<file path="src/rtl/eco32f_rf_scoreboard.sv">
// rtl/eco32f_rf_scoreboard.sv - MDU busy scoreboard, ID interlock and RF write-port arbiter
module eco32f_rf_scoreboard #(
  parameter int unsigned MDU_DEPTH    = 1,
  parameter int unsigned STARVE_LIMIT = 4
) (
  input  logic        clk_i,
  input  logic        rst_ni,
  input  logic        id_valid_i,
  input  logic        id_issue_i,
  input  logic        id_mdu_op_i,
  input  logic [4:0]  id_rf_x_addr_i,
  input  logic        id_rf_x_re_i,
  input  logic [4:0]  id_rf_y_addr_i,
  input  logic        id_rf_y_re_i,
  input  logic [4:0]  id_rf_r_addr_i,
  input  logic        id_rf_r_we_i,
  output logic        sb_stall_o,
  input  logic [4:0]  wb_rf_r_addr_i,
  input  logic        wb_rf_r_we_i,
  input  logic [31:0] wb_rf_r_i,
  output logic        wb_freeze_o,
  input  logic        mdu_done_i,
  input  logic [4:0]  mdu_rf_r_addr_i,
  input  logic [31:0] mdu_result_i,
  output logic        mdu_ack_o,
  output logic [4:0]  rf_waddr_o,
  output logic        rf_we_o,
  output logic [31:0] rf_wdata_o
);

  localparam logic [1:0] DEPTH_C = 2'(MDU_DEPTH);
  localparam logic [3:0] LIMIT_C = 4'(STARVE_LIMIT);

  logic [31:0] busy_q, busy_d;
  logic [1:0]  outst_q, outst_d;
  logic        hold_valid_q, hold_valid_d;
  logic [4:0]  hold_addr_q, hold_addr_d;
  logic [31:0] hold_data_q, hold_data_d;
  logic [3:0]  starve_q, starve_d;

  logic freeze;
  logic pipe_wr;
  logic hold_sel;
  logic sb_set;
  logic sb_clr;
  logic ack;

  // Write-port arbitration, interlock and output muxing.
  always_comb begin
    freeze   = hold_valid_q & (starve_q >= LIMIT_C);
    pipe_wr  = wb_rf_r_we_i & ~freeze;
    // The hold entry owns the slot whenever the pipeline does not write;
    // an r0 result consumes the slot without touching the RF.
    hold_sel = hold_valid_q & ~pipe_wr;
    sb_clr   = hold_sel & (hold_addr_q != 5'd0);
    sb_set   = id_issue_i & id_mdu_op_i & id_rf_r_we_i & (id_rf_r_addr_i != 5'd0);
    ack      = ~hold_valid_q;

    sb_stall_o  = id_valid_i & ((id_rf_x_re_i & busy_q[id_rf_x_addr_i]) |
                                (id_rf_y_re_i & busy_q[id_rf_y_addr_i]) |
                                (id_rf_r_we_i & busy_q[id_rf_r_addr_i]) |
                                (id_mdu_op_i  & (outst_q == DEPTH_C)));
    wb_freeze_o = freeze;
    mdu_ack_o   = ack;

    rf_we_o    = pipe_wr | sb_clr;
    rf_waddr_o = 5'd0;
    rf_wdata_o = 32'd0;
    if (pipe_wr) begin
      rf_waddr_o = wb_rf_r_addr_i;
      rf_wdata_o = wb_rf_r_i;
    end else if (sb_clr) begin
      rf_waddr_o = hold_addr_q;
      rf_wdata_o = hold_data_q;
    end
  end

  // Next state for scoreboard, outstanding count, hold entry and starvation counter.
  always_comb begin
    busy_d = busy_q;
    if (sb_clr) busy_d[hold_addr_q] = 1'b0;
    // Set after clear so a same-address set/clear leaves the bit set.
    if (sb_set) busy_d[id_rf_r_addr_i] = 1'b1;
    busy_d[0] = 1'b0;

    outst_d = outst_q + {1'b0, sb_set} - {1'b0, sb_clr};

    hold_valid_d = hold_valid_q;
    hold_addr_d  = hold_addr_q;
    hold_data_d  = hold_data_q;
    if (hold_sel) begin
      hold_valid_d = 1'b0;
    end else if (mdu_done_i & ack) begin
      hold_valid_d = 1'b1;
      hold_addr_d  = mdu_rf_r_addr_i;
      hold_data_d  = mdu_result_i;
    end

    starve_d = starve_q;
    if (!hold_valid_q || hold_sel) begin
      starve_d = 4'd0;
    end else if (pipe_wr) begin
      starve_d = starve_q + 4'd1;
    end
  end

  // State registers; reset discards any pending MDU result.
  always_ff @(posedge clk_i or negedge rst_ni) begin
    if (!rst_ni) begin
      busy_q       <= 32'd0;
      outst_q      <= 2'd0;
      hold_valid_q <= 1'b0;
      hold_addr_q  <= 5'd0;
      hold_data_q  <= 32'd0;
      starve_q     <= 4'd0;
    end else begin
      busy_q       <= busy_d;
      outst_q      <= outst_d;
      hold_valid_q <= hold_valid_d;
      hold_addr_q  <= hold_addr_d;
      hold_data_q  <= hold_data_d;
      starve_q     <= starve_d;
    end
  end

endmodule

</file>
<file path="config.mk">
export PLATFORM = sky130hd
export DESIGN_NAME = eco32f_rf_scoreboard
export DESIGN_NICKNAME = d
export VERILOG_FILES = /design/src/rtl/eco32f_rf_scoreboard.sv
export SDC_FILE = /design/constraint.sdc
export NUM_CORES = 1
export LEC_CHECK = 0
export ABC_CLOCK_PERIOD_IN_PS = 4300
export CAP_MARGIN = 20
export CORE_UTILIZATION = 50
export CTS_BUF_LIST = sky130_fd_sc_hd__clkbuf_8 sky130_fd_sc_hd__clkbuf_16
export DETAILED_ROUTE_END_ITERATION = 6
export PLACE_DENSITY_LB_ADDON = 0.05
export SLEW_MARGIN = 20
export SYNTH_ARGS = -nofsm -noshare
export SYNTH_HDL_FRONTEND = slang
export SYNTH_SLANG_ARGS = --single-unit
</file>
<file path="constraint.sdc">
create_clock -name clk_i -period 4.3 [get_ports clk_i]
set_clock_uncertainty 0.2 [all_clocks]
set_input_delay 0.86 -clock clk_i [delete_from_list [all_inputs] [get_ports clk_i]]
set_output_delay 0.86 -clock clk_i [all_outputs]
set_load 0.03 [all_outputs]
</file>
==> results_dict.tcl, run 1 <==
set metrics [dict create \
    synth_nets 493 \
    cp_cell_sequence "clkdlybuf4s50_1, buf_4, mux4_1, mux2_2, nand4b_1, nand4_1, a211o_1, clkbuf_2" \
    min_period_over_period_pct 94.65 \
    holdWs_ns 0.2394 \
    clkTransAtPathRegs_ns 0.08 \
    syn_area_um2 4345 \
    nNetsFinal 643 \
    gp_congestion 0.9530 \
    die_area_um2 9068 \
    first_pass_iters 5 \
    drive_above_1_share_pct 19.23 \
    drc_errors 0 \
    max_stage_delay_ns 0.53 \
    path_buf_inv 3 \
    p_leak_nw 2.616 \
    critPathTopFamily "buffers and inverters" \
    grt_antenna_before_repair 0 \
    clockBufferDepth 2 \
    rsz0062_at_grt "no" \
    placed_area_um2 5892 \
    synth_cell_types 51 \
    synth_common_cells "75 x dfrtp_1, 43 x a22o_1, 40 x mux2_1" \
    yosys.area.top_type "dfrtp_1" \
    status "finished clean" \
    num_rows 33 \
    crit_type "in -> out" \
    core_um2 8299 \
    crit_arrival_ns 3.01 \
    multi_input_area_um2 2332 \
    area_delta_synth_final_pct 39.99 \
    drv_cap 0 \
    seq_area_um2 1877 \
    synth_area_leaders "dfrtp_1 43%, mux2_1 10%, a22o_1 8.7%, mux4_2 5.7%, o21ai_1 4.0%" \
    portBuffers 139 \
    die_w_um 95.23 \
    grt_overflow 0 \
    worstPathRequired_ns 3.24 \
    insertion_delay_ns 0.34 \
    slew_violations 0 \
    async_reset_ff_share_pct 100.0 \
    vias 3920 \
    synth-main-ff-cell "dfrtp_1" \
    final_cell_area_um2 6083 \
    yosys_warnings 0 \
    root_buffer "clkbuf_8" \
    postCtsHoldBufs 0 \
    synth.top_cell.area_share_pct 43.19 \
    slowest_stage "clkdlybuf4s50_1" \
    setup-tns-final_ns 0 \
    grt_max_degree 76 \
    num_antenna_cells 0 \
    viasPerCell 6.022 \
    cts_sinks 75 \
    timing.fmax_mhz 245.7 \
    power.total_mw 2.351 \
    wl_mm 12.27 \
    hold_viol 0 \
    crit_path_end_kind "output pin" \
    io_pins 140 \
    start_kind "input pin" \
    ys_seq_elements 75 \
    routedWlPerCell_um 18.84 \
    initial_core_util_pct 52.36 \
    fillCellCount 605 \
    htree_levels 3 \
    ir_worst_vdd_mv 0.2778 \
    tightestPinTransition_ns 0.9195 \
    hpwl_mm 9.275 \
    relSlewSlack_pct 38.70 \
    synth_edf_count 0 \
    ant_nets 0 \
    grt_pass1_wl_mm 19.44 \
    cts_tree "built" \
    drt_iter0_drc 164 \
    cts_buffers 9 \
    cts_setup_buffers 0 \
    syn_inst 391 \
    grt_pass1_vias 3946 \
    die_h_um 95.23 \
    cp_max_fo 4 \
    p_per_area_nw_per_um2 386.4 \
    finalSetupViolations 0 \
    hold_class "reg -> reg" \
    ys_seq_area_share_pct 43.19 \
    min_period_ns 4.070 \
    post-synth-top-count-cell "dfrtp_1" \
    syn_avg_cell_area_um2 11.11 \
    grt.total_usage_pct 28.77 \
]
## logic make-up (layout without fill, tap and decap cells)
group | after synthesis | after routing | share of synthesized area, %
other | 1 | 1 | 0.08630
multiplexers | 71 | 71 | 22.26
adder cells (fa/ha/maj) | 3 | 3 | 0.8639
flip-flops | 75 | 75 | 43.19
AO/OA/AOI/OAI | 115 | 115 | 18.69
buffers and inverters | 34 | 189 | 3.484
AND/OR/NAND/NOR | 89 | 89 | 10.83
XOR/XNOR | 3 | 3 | 0.6048
## where the power goes
group,total [mW],switching (mW),internal (mW)
sequential,1.02,0.162,0.855
combinational,0.856,0.417,0.439
clock,0.478,0.271,0.207
## metal layers
metal | GRT usage, % | wire [um]
met1 | 36.90 | 5052
met2 | 46.07 | 5926
met3 | 7.895 | 995
met4 | 11.36 | 291
met5 | 0 | 0
## through the flow
| step | worst slack, ns | instances | util [%] |
|---|---|---|---|
| 3_5_place_dp | -0.1719 | 634 | 70.99 |
| 2_1_floorplan | 0.7765 | 391 | - |
| 5_1_grt | 0.1231 | 651 | 73.30 |
| 3_3_place_gp | -0.1575 | 634 | 70.99 |
| 4_1_cts | 0.06399 | 650 | 73.01 |
| 6_report | 0.2299 | 651 | 73.30 |
## worst paths after layout
path,start,to,slack (ns),cells after the start
worst max-delay path,id_rf_x_addr_i[0],sb_stall_o,0.23,8
worst min-delay path,starve_q[0]$_DFFE_PN0P_,starve_q[0]$_DFFE_PN0P_,0.24,1
worst max register to register,hold_addr_q[2]$_DFFE_PN0P_,outst_q[1]$_DFF_PN0_,2.03,7
worst min register to register,starve_q[0]$_DFFE_PN0P_,starve_q[0]$_DFFE_PN0P_,0.24,1
max in group asynchronous,rst_ni,busy_q[26]$_DFF_PN0_,2.86,1
min in group asynchronous,rst_ni,hold_data_q[18]$_DFFE_PN0P_,0.45,1
## cell type report
| class | count | area share (%) |
|---|---|---|
| multi-input combinational | 282 | 38.34 |
| timing repair buffer | 169 | 25.63 |
| clock inverter | 7 | 0.7404 |
| clock buffer | 9 | 2.036 |
| sequential | 75 | 30.85 |
| inverter | 4 | 0.2468 |
| tap | 105 | 2.160 |
## sequential cells by signal (all words and copies together) (netlist names)
name          cells
busy_q           31
hold_addr_q       5
hold_data_q      32
hold_valid_q      1
outst_q           2
starve_q          4
## what timing repair did
| item | 4_1_cts | 5_1_grt |
|---|---|---|
| cloned | 0 | 0 |
| resized for setup | 1 | 2 |
| pin swaps | 0 | 0 |
| setup endpoints to repair | 1 | 1 |
## layout by cell type (no fill, tap or decap), types with 4 or more instances in the layout
| master | synthesis | routed |
|---|---|---|
| a21oi_1 | 5 | 5 |
| o21ai_0 | 12 | 12 |
| nand3b_1 | 7 | 7 |
| clkbuf_8 | 0 | 9 |
| nor2b_1 | 7 | 6 |
| mux2i_1 | 13 | 13 |
| clkdlybuf4s50_1 | 0 | 99 |
| nor2_1 | 12 | 12 |
| nand3_1 | 11 | 11 |
| mux2_1 | 40 | 40 |
| dfrtp_1 | 75 | 75 |
| mux4_1 | 4 | 4 |
| and3_1 | 4 | 4 |
| o21ai_1 | 35 | 35 |
| nand2_1 | 26 | 26 |
| mux4_2 | 11 | 11 |
| a22o_1 | 43 | 43 |
| nor3b_1 | 5 | 5 |
| buf_4 | 1 | 66 |
No activity file was read; power rests on OpenSTA's default activity.
==> run 2, diff against run 1 <==
- SKIP_CTS_REPAIR_TIMING: not set -> 1
==> run 2 against run 1 <==
Wire length about the same; critical path depth unchanged; sequential power about the same; sequential share of layout area about the same; via count decreased by 0.82%; hold slack about the same; clock-buffer cell count unchanged; maximum frequency decreased by 1.2%; cell count unchanged; clock power about the same; global-route usage unchanged.
==> results_dict.tcl, run 2 (synthesis gave the netlist of run 1 again) <==
set metrics [dict create \
    status "finished clean" \
    viasPerCell 5.972 \
    final_cell_mix "99 x clkdlybuf4s50_1, 75 x dfrtp_1, 66 x buf_4, 43 x a22o_1, 40 x mux2_1" \
    die_area_um2 9068 \
    layout_setup_ws_ns 0.1787 \
    portBuffers 139 \
    core_um2 8299 \
    drt_iter0_drc 163 \
    p_per_area_nw_per_um2 386.7 \
    gp_congestion 0.9530 \
    grt_pass1_vias 3946 \
    slowest_stage "clkdlybuf4s50_1" \
    relSlewSlack_pct 38.06 \
    crit_path_end_kind "output pin" \
    cp_cell_sequence "clkdlybuf4s50_1, buf_4, mux4_1, mux2_2, nand4b_1, nand4_1, a211o_1, dlymetal6s2s_1" \
    tightestPinTransition_ns 0.9291 \
    crit_arrival_ns 3.06 \
    rsz0062_at_grt "no" \
    htree_levels 3 \
    wl_mm 12.27 \
    num_antenna_cells 0 \
    io_pins 140 \
    worstPathRequired_ns 3.24 \
    cts_tree "built" \
    start_kind "input pin" \
    finalSetupViolations 0 \
    min_period_ns 4.121 \
    hold_class "reg -> reg" \
    nNetsFinal 643 \
    ant_nets 0 \
    grt_pass1_wl_mm 19.44 \
    drive_above_1_share_pct 19.05 \
    final_cell_area_um2 6091 \
    clockBufferDepth 2 \
    root_buffer "clkbuf_8" \
    min_period_over_period_pct 95.85 \
    grt.total_usage_pct 28.77 \
    insertion_delay_ns 0.35 \
    p_leak_nw 2.629 \
    grt_overflow 0 \
    die_w_um 95.23 \
    cp_max_fo 4 \
    grt_max_degree 76 \
    routedWlPerCell_um 18.85 \
    die_h_um 95.23 \
    crit_type "in -> out" \
    hpwl_mm 9.275 \
    drv_cap 0 \
    area_delta_synth_final_pct 40.17 \
    first_pass_iters 5 \
    timing.fmax_mhz 242.6 \
    largest_reg_flops 32 \
    clkTransAtPathRegs_ns 0.08 \
    cts_sinks 75 \
    drc_errors 0 \
    reg_top3 "hold_data_q (32), busy_q (31), hold_addr_q (5)" \
    grt_antenna_before_repair 0 \
    placed_area_um2 5892 \
    num_rows 33 \
    hold_viol 0 \
    initial_core_util_pct 52.36 \
    ir_worst_vdd_mv 0.2775 \
    top_register "hold_data_q" \
    max_stage_delay_ns 0.53 \
    cts_buffers 9 \
    final_common_cell "clkdlybuf4s50_1" \
    post-place-ws_ns -0.1719 \
    vias 3888 \
    slew_violations 0 \
    power.total_mw 2.355 \
]
## run 2: report_power, final
| part | switching [mW] | internal [mW] |
|---|---|---|
| Clock | 0.274 | 0.207 |
| Combinational | 0.417 | 0.441 |
| Sequential | 0.162 | 0.855 |
## run 2: final timing paths
check	start	end	slack, ns	cells past startpoint
max reg2reg	hold_addr_q[2]$_DFFE_PN0P_	outst_q[1]$_DFF_PN0_	2.03	7
min	starve_q[0]$_DFFE_PN0P_	starve_q[0]$_DFFE_PN0P_	0.24	1
max in group asynchronous	rst_ni	busy_q[29]$_DFF_PN0_	2.86	1
min in group asynchronous	rst_ni	hold_data_q[18]$_DFFE_PN0P_	0.45	1
max	id_rf_x_addr_i[0]	sb_stall_o	0.18	8
min reg2reg	starve_q[0]$_DFFE_PN0P_	starve_q[0]$_DFFE_PN0P_	0.24	1
## run 2: area by class of cell
| class | count | area [um^2] |
|---|---|---|
| Timing Repair Buffer | 169 | 1567 |
| Sequential cell | 75 | 1877 |
| Multi-Input combinational cell | 282 | 2332 |
| Clock buffer | 9 | 123.9 |
| Fill cell | 605 | 2208 |
| Inverter | 4 | 15.01 |
| Tap cell | 105 | 131.4 |
| Clock inverter | 7 | 45.04 |
## run 2: critical path, delay by kind of cell
family,cells,cell delay [ns]
AND/OR/NAND/NOR,2,0.19
buffers and inverters,3,0.92
multiplexers,2,0.80
AO/OA/AOI/OAI,1,0.29
## run 2: stage by stage
step | TNS [ns] | cells | utilization [%] | hold slack, ns
floorplan | 0 | 391 | - | 0.2083
global route | 0 | 651 | 73.39 | 0.2610
finish | 0 | 651 | 73.39 | 0.2394
CTS | -0.1772 | 650 | 73.03 | 0.2403
global placement | -0.1575 | 634 | 70.99 | 0.2201
detailed placement | -0.1719 | 634 | 70.99 | 0.2235
## run 2: routing by layer
layer / global-route usage, % / vias to the layer above / routed length (um)
li1: - / 1799 / -
met1: 36.90 / 1893 / 5146
met2: 46.07 / 169 / 5895
met3: 7.895 / 27 / 950
met4: 11.36 / 0 / 281
met5: 0 / - / 0
